===== src/rtl/microcode_pipe.sv =====
// microcode_pipe: in-order N-stage carrier for decoded microcode words with per-stage holds,
// partial flush and retire counting. Define MICROCODE_PIPE_TAG_EN to attach a sequence tag to each word.

module microcode_stage #(
  parameter int WIDTH = 25,
  parameter int LSB   = 0
) (
  input  logic             clk,
  input  logic             rst_n,
  input  logic             kill_i,
  input  logic             load_i,
  input  logic             move_i,
  input  logic [WIDTH-1:LSB] d_i,
  output logic             valid_o,
  output logic [WIDTH-1:0] mc_o
);
  logic               valid_q, valid_d;
  logic [WIDTH-1:LSB] mc_q, mc_d;

  // Kill beats load: a flushed stage never captures the word arriving behind it.
  always_comb begin
    valid_d = valid_q;
    mc_d    = mc_q;
    if (kill_i) begin
      valid_d = 1'b0;
      mc_d    = '0;
    end else if (load_i) begin
      valid_d = 1'b1;
      mc_d    = d_i;
    end else if (move_i) begin
      valid_d = 1'b0;
      mc_d    = '0;
    end
  end

  always_ff @(posedge clk or negedge rst_n) begin
    if (!rst_n) begin
      valid_q <= 1'b0;
      mc_q    <= '0;
    end else begin
      valid_q <= valid_d;
      mc_q    <= mc_d;
    end
  end

  assign valid_o = valid_q;

  always_comb begin
    mc_o            = '0;
    mc_o[WIDTH-1:LSB] = mc_q;
  end
endmodule

module microcode_pipe #(
  parameter int                      WIDTH      = 25,
  parameter int                      NUM_STAGES = 4,
  parameter logic [NUM_STAGES*8-1:0] STAGE_LSB  = {8'd22, 8'd15, 8'd10, 8'd0},
  parameter int                      CNT_W      = 32,
  parameter int                      TAG_W      = 4,
  localparam int                     FS_W       = (NUM_STAGES > 1) ? $clog2(NUM_STAGES) : 1
) (
  input  logic                        clk,
  input  logic                        rst_n,
  input  logic                        in_valid,
  output logic                        in_ready,
  input  logic [WIDTH-1:0]            in_mc,
  input  logic [NUM_STAGES-1:0]       stage_hold,
  input  logic                        flush,
  input  logic [FS_W-1:0]             flush_stage,
  output logic [NUM_STAGES-1:0]       stage_valid,
  output logic [NUM_STAGES*WIDTH-1:0] stage_mc,
  output logic                        retire,
  output logic [CNT_W-1:0]            retire_count,
  output logic [NUM_STAGES*TAG_W-1:0] stage_tag
);
  logic [NUM_STAGES-1:0]            mv, kill, load;
  logic [NUM_STAGES-1:0][WIDTH-1:0] mc;
  logic                             accept;
  logic [CNT_W-1:0]                 cnt_q, cnt_d;

  // Move chain resolved from the tail: a stage may advance only if the slot ahead frees up.
  always_comb begin
    logic nxt_free;
    mv       = '0;
    nxt_free = 1'b1;
    for (int k = NUM_STAGES-1; k >= 0; k--) begin
      mv[k]    = stage_valid[k] & ~stage_hold[k] & nxt_free;
      nxt_free = ~stage_valid[k] | mv[k];
    end
  end

  assign in_ready = ~flush & (~stage_valid[0] | mv[0]);
  assign accept   = in_valid & in_ready;

  always_comb begin
    kill = '0;
    load = '0;
    for (int k = 0; k < NUM_STAGES; k++)
      kill[k] = flush & (k <= int'(flush_stage));
    load[0] = accept;
    for (int k = 1; k < NUM_STAGES; k++)
      load[k] = mv[k-1] & ~kill[k-1];
  end

  assign retire = mv[NUM_STAGES-1] & ~kill[NUM_STAGES-1];

  for (genvar k = 0; k < NUM_STAGES; k++) begin : g_stage
    localparam int LSB = int'(STAGE_LSB[k*8 +: 8]);
    logic [WIDTH-1:LSB] src;
    if (k == 0) begin : g_head
      assign src = in_mc[WIDTH-1:LSB];
    end else begin : g_body
      assign src = mc[k-1][WIDTH-1:LSB];
    end
    microcode_stage #(.WIDTH(WIDTH), .LSB(LSB)) u_stage (
      .clk    (clk),
      .rst_n  (rst_n),
      .kill_i (kill[k]),
      .load_i (load[k]),
      .move_i (mv[k]),
      .d_i    (src),
      .valid_o(stage_valid[k]),
      .mc_o   (mc[k])
    );
    assign stage_mc[k*WIDTH +: WIDTH] = mc[k];
  end

  assign cnt_d = retire ? cnt_q + 1'b1 : cnt_q;

  always_ff @(posedge clk or negedge rst_n) begin
    if (!rst_n) cnt_q <= '0;
    else        cnt_q <= cnt_d;
  end

  assign retire_count = cnt_q;

`ifdef MICROCODE_PIPE_TAG_EN
  logic [TAG_W-1:0]                 tag_cnt_q, tag_cnt_d;
  logic [NUM_STAGES-1:0][TAG_W-1:0] tag_q, tag_d, tag_src;

  // Tags shadow the valid/word movement; the issue counter keeps running across flushes.
  assign tag_src   = {tag_q[NUM_STAGES-2:0], tag_cnt_q};
  assign tag_cnt_d = accept ? tag_cnt_q + 1'b1 : tag_cnt_q;

  always_comb begin
    tag_d = tag_q;
    for (int k = 0; k < NUM_STAGES; k++) begin
      if (kill[k])      tag_d[k] = '0;
      else if (load[k]) tag_d[k] = tag_src[k];
      else if (mv[k])   tag_d[k] = '0;
    end
  end

  always_ff @(posedge clk or negedge rst_n) begin
    if (!rst_n) begin
      tag_cnt_q <= '0;
      tag_q     <= '0;
    end else begin
      tag_cnt_q <= tag_cnt_d;
      tag_q     <= tag_d;
    end
  end

  assign stage_tag = tag_q;
`else
  assign stage_tag = '0;
`endif
endmodule


===== config.mk =====
export PLATFORM = sky130hd
export DESIGN_NAME = microcode_pipe
export DESIGN_NICKNAME = d
export VERILOG_FILES = /design/src/rtl/microcode_pipe.sv
export SDC_FILE = /design/constraint.sdc
export NUM_CORES = 1
export LEC_CHECK = 0
export CORE_AREA = 2 2 109 111
export DETAILED_ROUTE_END_ITERATION = 10
export DIE_AREA = 0 0 111 113
export PLACE_DENSITY = 0.82
export RECOVER_POWER = 50
export SYNTH_ARGS = -nofsm -noshare
export SYNTH_HDL_FRONTEND = slang
export SYNTH_SLANG_ARGS = --single-unit

===== constraint.sdc =====
create_clock -name clk -period 2.6 [get_ports clk]
set_input_delay 0.65 -clock clk [delete_from_list [all_inputs] [get_ports clk]]
set_output_delay 0.65 -clock clk [all_outputs]
set_load 0.05 [all_outputs]

==> results_dict.tcl <==
set metrics [dict create \
    status "finished with violations" \
    failed_checks "capacitance limit, slew limit" \
    switching_share_pct 33.0 \
    p_seq_share_pct 41.5 \
    synth_fa_ha_area_share_pct 0.279 \
    slowest_delay_ns 0.43 \
    fill_cells 994 \
    synth_mux_area_share_pct 4.01 \
    area_growth_pct 35.3 \
    final_common_cell "clkdlybuf4s50_1" \
    cts.sinks 89 \
    die_h_um 113 \
    crit_family "buffers and inverters" \
    required_ns 1.95 \
    synth_ff_type "dfrtp_1" \
    grt_pass1_wl_um 17200 \
    async_flop_share_pct 100 \
    skew_ns 0.00841 \
    path_cells "clkdlybuf4s50_1 -> a21o_1 -> a21oi_2 -> o21ai_2 -> nor2_2 -> buf_12" \
    internal_power_mw 2.41 \
    p_switching_mw 1.19 \
    place_ws_ns -0.175 \
    combPwrFrac_pct 22.0 \
    netlist_area_mm2 0.00449 \
    cts_hold_buf 0 \
    cp-end-kind "output port" \
    drt_iter0_drc 138 \
    mostFrequentLayoutCells "clkdlybuf4s50_1 (103), dfrtp_1 (89), conb_1 (63), nand2_1 (49), nand3_1 (37)" \
    max-vdd-ir-drop_uv 287 \
    antenna_found_initial 0 \
    drv_cap 1 \
    clockPowerShare_pct 36.5 \
    yosys_warnings 0 \
    dpl.hpwl_um 7900 \
    r2r_slack_ns 0.46 \
    via_count 3548 \
    ant_nets 0 \
    pin_count 189 \
    cpMaxStageDelayCell "clkdlybuf4s50_1" \
    synth_top_family_by_area "simple AND/OR/NAND/NOR gates" \
    finalSetupViolations 0 \
    cts_max_level 3 \
    gp_congestion 0.811 \
    grt_pass1_vias 3484 \
    finalWirelength_um 10600 \
    layout_setup_ws_ns 0.0101 \
    cts_max_path_buffers 2 \
    power.density_mw_per_mm2 593 \
    cts_made_buffers 9 \
    maxSlewViolCount 35 \
    worstSkewPairLatency_ns 0.33 \
    first_pass_iters 4 \
    slew_headroom_pct -30.0 \
    start_util_pct 39.8 \
    ys_types 43 \
    drive_gt1_share_pct 10.6 \
    period_share_pct 99.6 \
    n_antenna_cell 0 \
    crit_type "input port to output port" \
    p_leak_nw 2.79 \
    min_period_ns 2.59 \
    track_usage_pct 16.7 \
    vias_per_cell 4.92 \
    clk_pin_slew_ns 0.06 \
    place_area_mm2 0.00578 \
    fin_area_mm2 0.00607 \
    hold_class "flop to flop" \
    cts_root_buffer "clkbuf_16" \
    tightest_slew_ns 1.95 \
    synth-simple-area-share_pct 15.8 \
    netlist_instances 441 \
    tritoncts "done" \
    core-area_mm2 0.0113 \
    num_rows 39 \
    fmax_mhz 386 \
    grt-ovfl-total 0 \
    cp_num_buf_inv 2 \
    syn_area_per_cell_um2 10.2 \
    arrival_ns 1.94 \
    grt_max_degree 57 \
    hold_viol 0 \
    crit_fanout 2 \
    wl_per_cell_um 14.7 \
    synth_xor_area_share_pct 6.05 \
    nNetsFinal 609 \
    dieArea_mm2 0.0125 \
    synth_seq_cells 89 \
    crit_path_start_kind "input port" \
    port_buffers 125 \
    die_x_um 111 \
    ys_seq_area_share_pct 49.6 \
    synth-compound-area-share_pct 9.70 \
    drc 0 \
    synth-edff-count 0 \
]
[kinds of logic (layout without fill, tap and decap cells)]
kind of cell               after synthesis  count (layout)
and+or+nand+nor                        145             145
muxes                                   16              16
AOI/OAI and AO/OA                       56              56
xor gates and xnor gates                31              31
DFF                                     89              89
other                                    1              63
buffers and inverters                  102             177
adders and majority gates                1               1
[repair_timing]
action	in CTS	in global routing
endpoints found under the setup margin	1	2
cloned	0	0
endpoints found under the hold margin	0	0
gates resized for setup	3	2
pin swaps	2	2
buffers inserted	1	1
[stage by stage]
step           util [%]  total power [mW]  setup TNS, ns  hold slack (ns)  cells
3_3_place_gp       51.3              2.30         -0.161            0.457    703
3_5_place_dp       51.3              2.32          -2.31            0.457    703
5_1_grt            53.9              3.74        -0.0457            0.474    721
4_1_cts            54.1              3.64              0            0.283    720
2_1_floorplan         -              2.12              0            0.354    503
6_report           53.9              3.60              0            0.461    721
[path summary, 6_finish.rpt]
| check | startpoint | end | depth (start not counted) |
|---|---|---|---|
| worst max-delay path | stage_hold[2] | in_ready | 6 |
| max in group asynchronous | rst_n | g_stage[1].u_stage.mc_q[17]$_DFFE_PN0P_ | 2 |
| worst max register to register | g_stage[3].u_stage.valid_o$_DFFE_PN0P_ | g_stage[1].u_stage.mc_q[17]$_DFFE_PN0P_ | 6 |
| min in group asynchronous | rst_n | retire_count[28]$_DFFE_PN0P_ | 1 |
| worst min-delay path | retire_count[31]$_DFFE_PN0P_ | retire_count[31]$_DFFE_PN0P_ | 1 |
| worst min register to register | retire_count[31]$_DFFE_PN0P_ | retire_count[31]$_DFFE_PN0P_ | 1 |
[routing by layer]
layer	track usage (%)	up-vias	wire length (µm)
met5	0	-	0
met4	5.00	0	82
met3	5.25	9	902
met2	28.3	153	5270
met1	20.7	1734	4340
li1	-	1652	-
[cells in the mapped netlist (2+ instances only)]
master      n  area (µm²)
dfrtp_1    89        2230
buf_4      67         503
nand2_1    49         184
nand3_1    37         185
o2bb2ai_1  25         219
xor2_1     22         193
nor2_1     20        75.1
mux2_2     16         180
clkbuf_1   15        56.3
o21ai_0    14        70.1
inv_1      12        45.0
nor3_1     10        50.1
xnor2_1     9        78.8
nor4_1      8        50.1
buf_2       5        25.0
nand4_1     5        31.3
a21oi_1     4        20.0
a21o_1      3        22.5
and3_1      3        18.8
and4_1      3        26.3
nor4_2      2        25.0
o21a_1      2        15.0
[power by group through the flow]
stage	registers, mW	logic [mW]	clock network, mW
6_report	1.50	0.791	1.31
5_1_grt	1.51	0.831	1.41
4_1_cts	1.50	0.798	1.35
3_5_place_dp	1.52	0.794	0
3_3_place_gp	1.52	0.782	0
2_1_floorplan	1.69	0.430	0
[flip-flops by register name (all words and copies together), names as in the netlist]
register	flops
g_stage.u_stage.mc_o	25
g_stage.u_stage.mc_q	28
g_stage.u_stage.valid_o	4
retire_count	32
[area by class of cell]
cell class / count / area (µm²) / area share, %
Clock buffer: 9 / 225 / 3.71
Tap cell: 143 / 179 / 2.95
Timing Repair Buffer: 148 / 1440 / 23.7
Inverter: 13 / 48.8 / 0.804
Sequential cell: 89 / 2230 / 36.7
Clock inverter: 7 / 76.3 / 1.26
Multi-Input combinational cell: 312 / 1880 / 30.9
[worst register-to-register path, stage by stage, from the launching register on]
cell	delay, ns
dfrtp_1	0.44
a21o_1	0.25
clkbuf_1	0.15
a21o_1	0.23
a2111oi_4	0.41
buf_12	0.20
mux2_2	0.34
(Power assumes the default switching activity.)
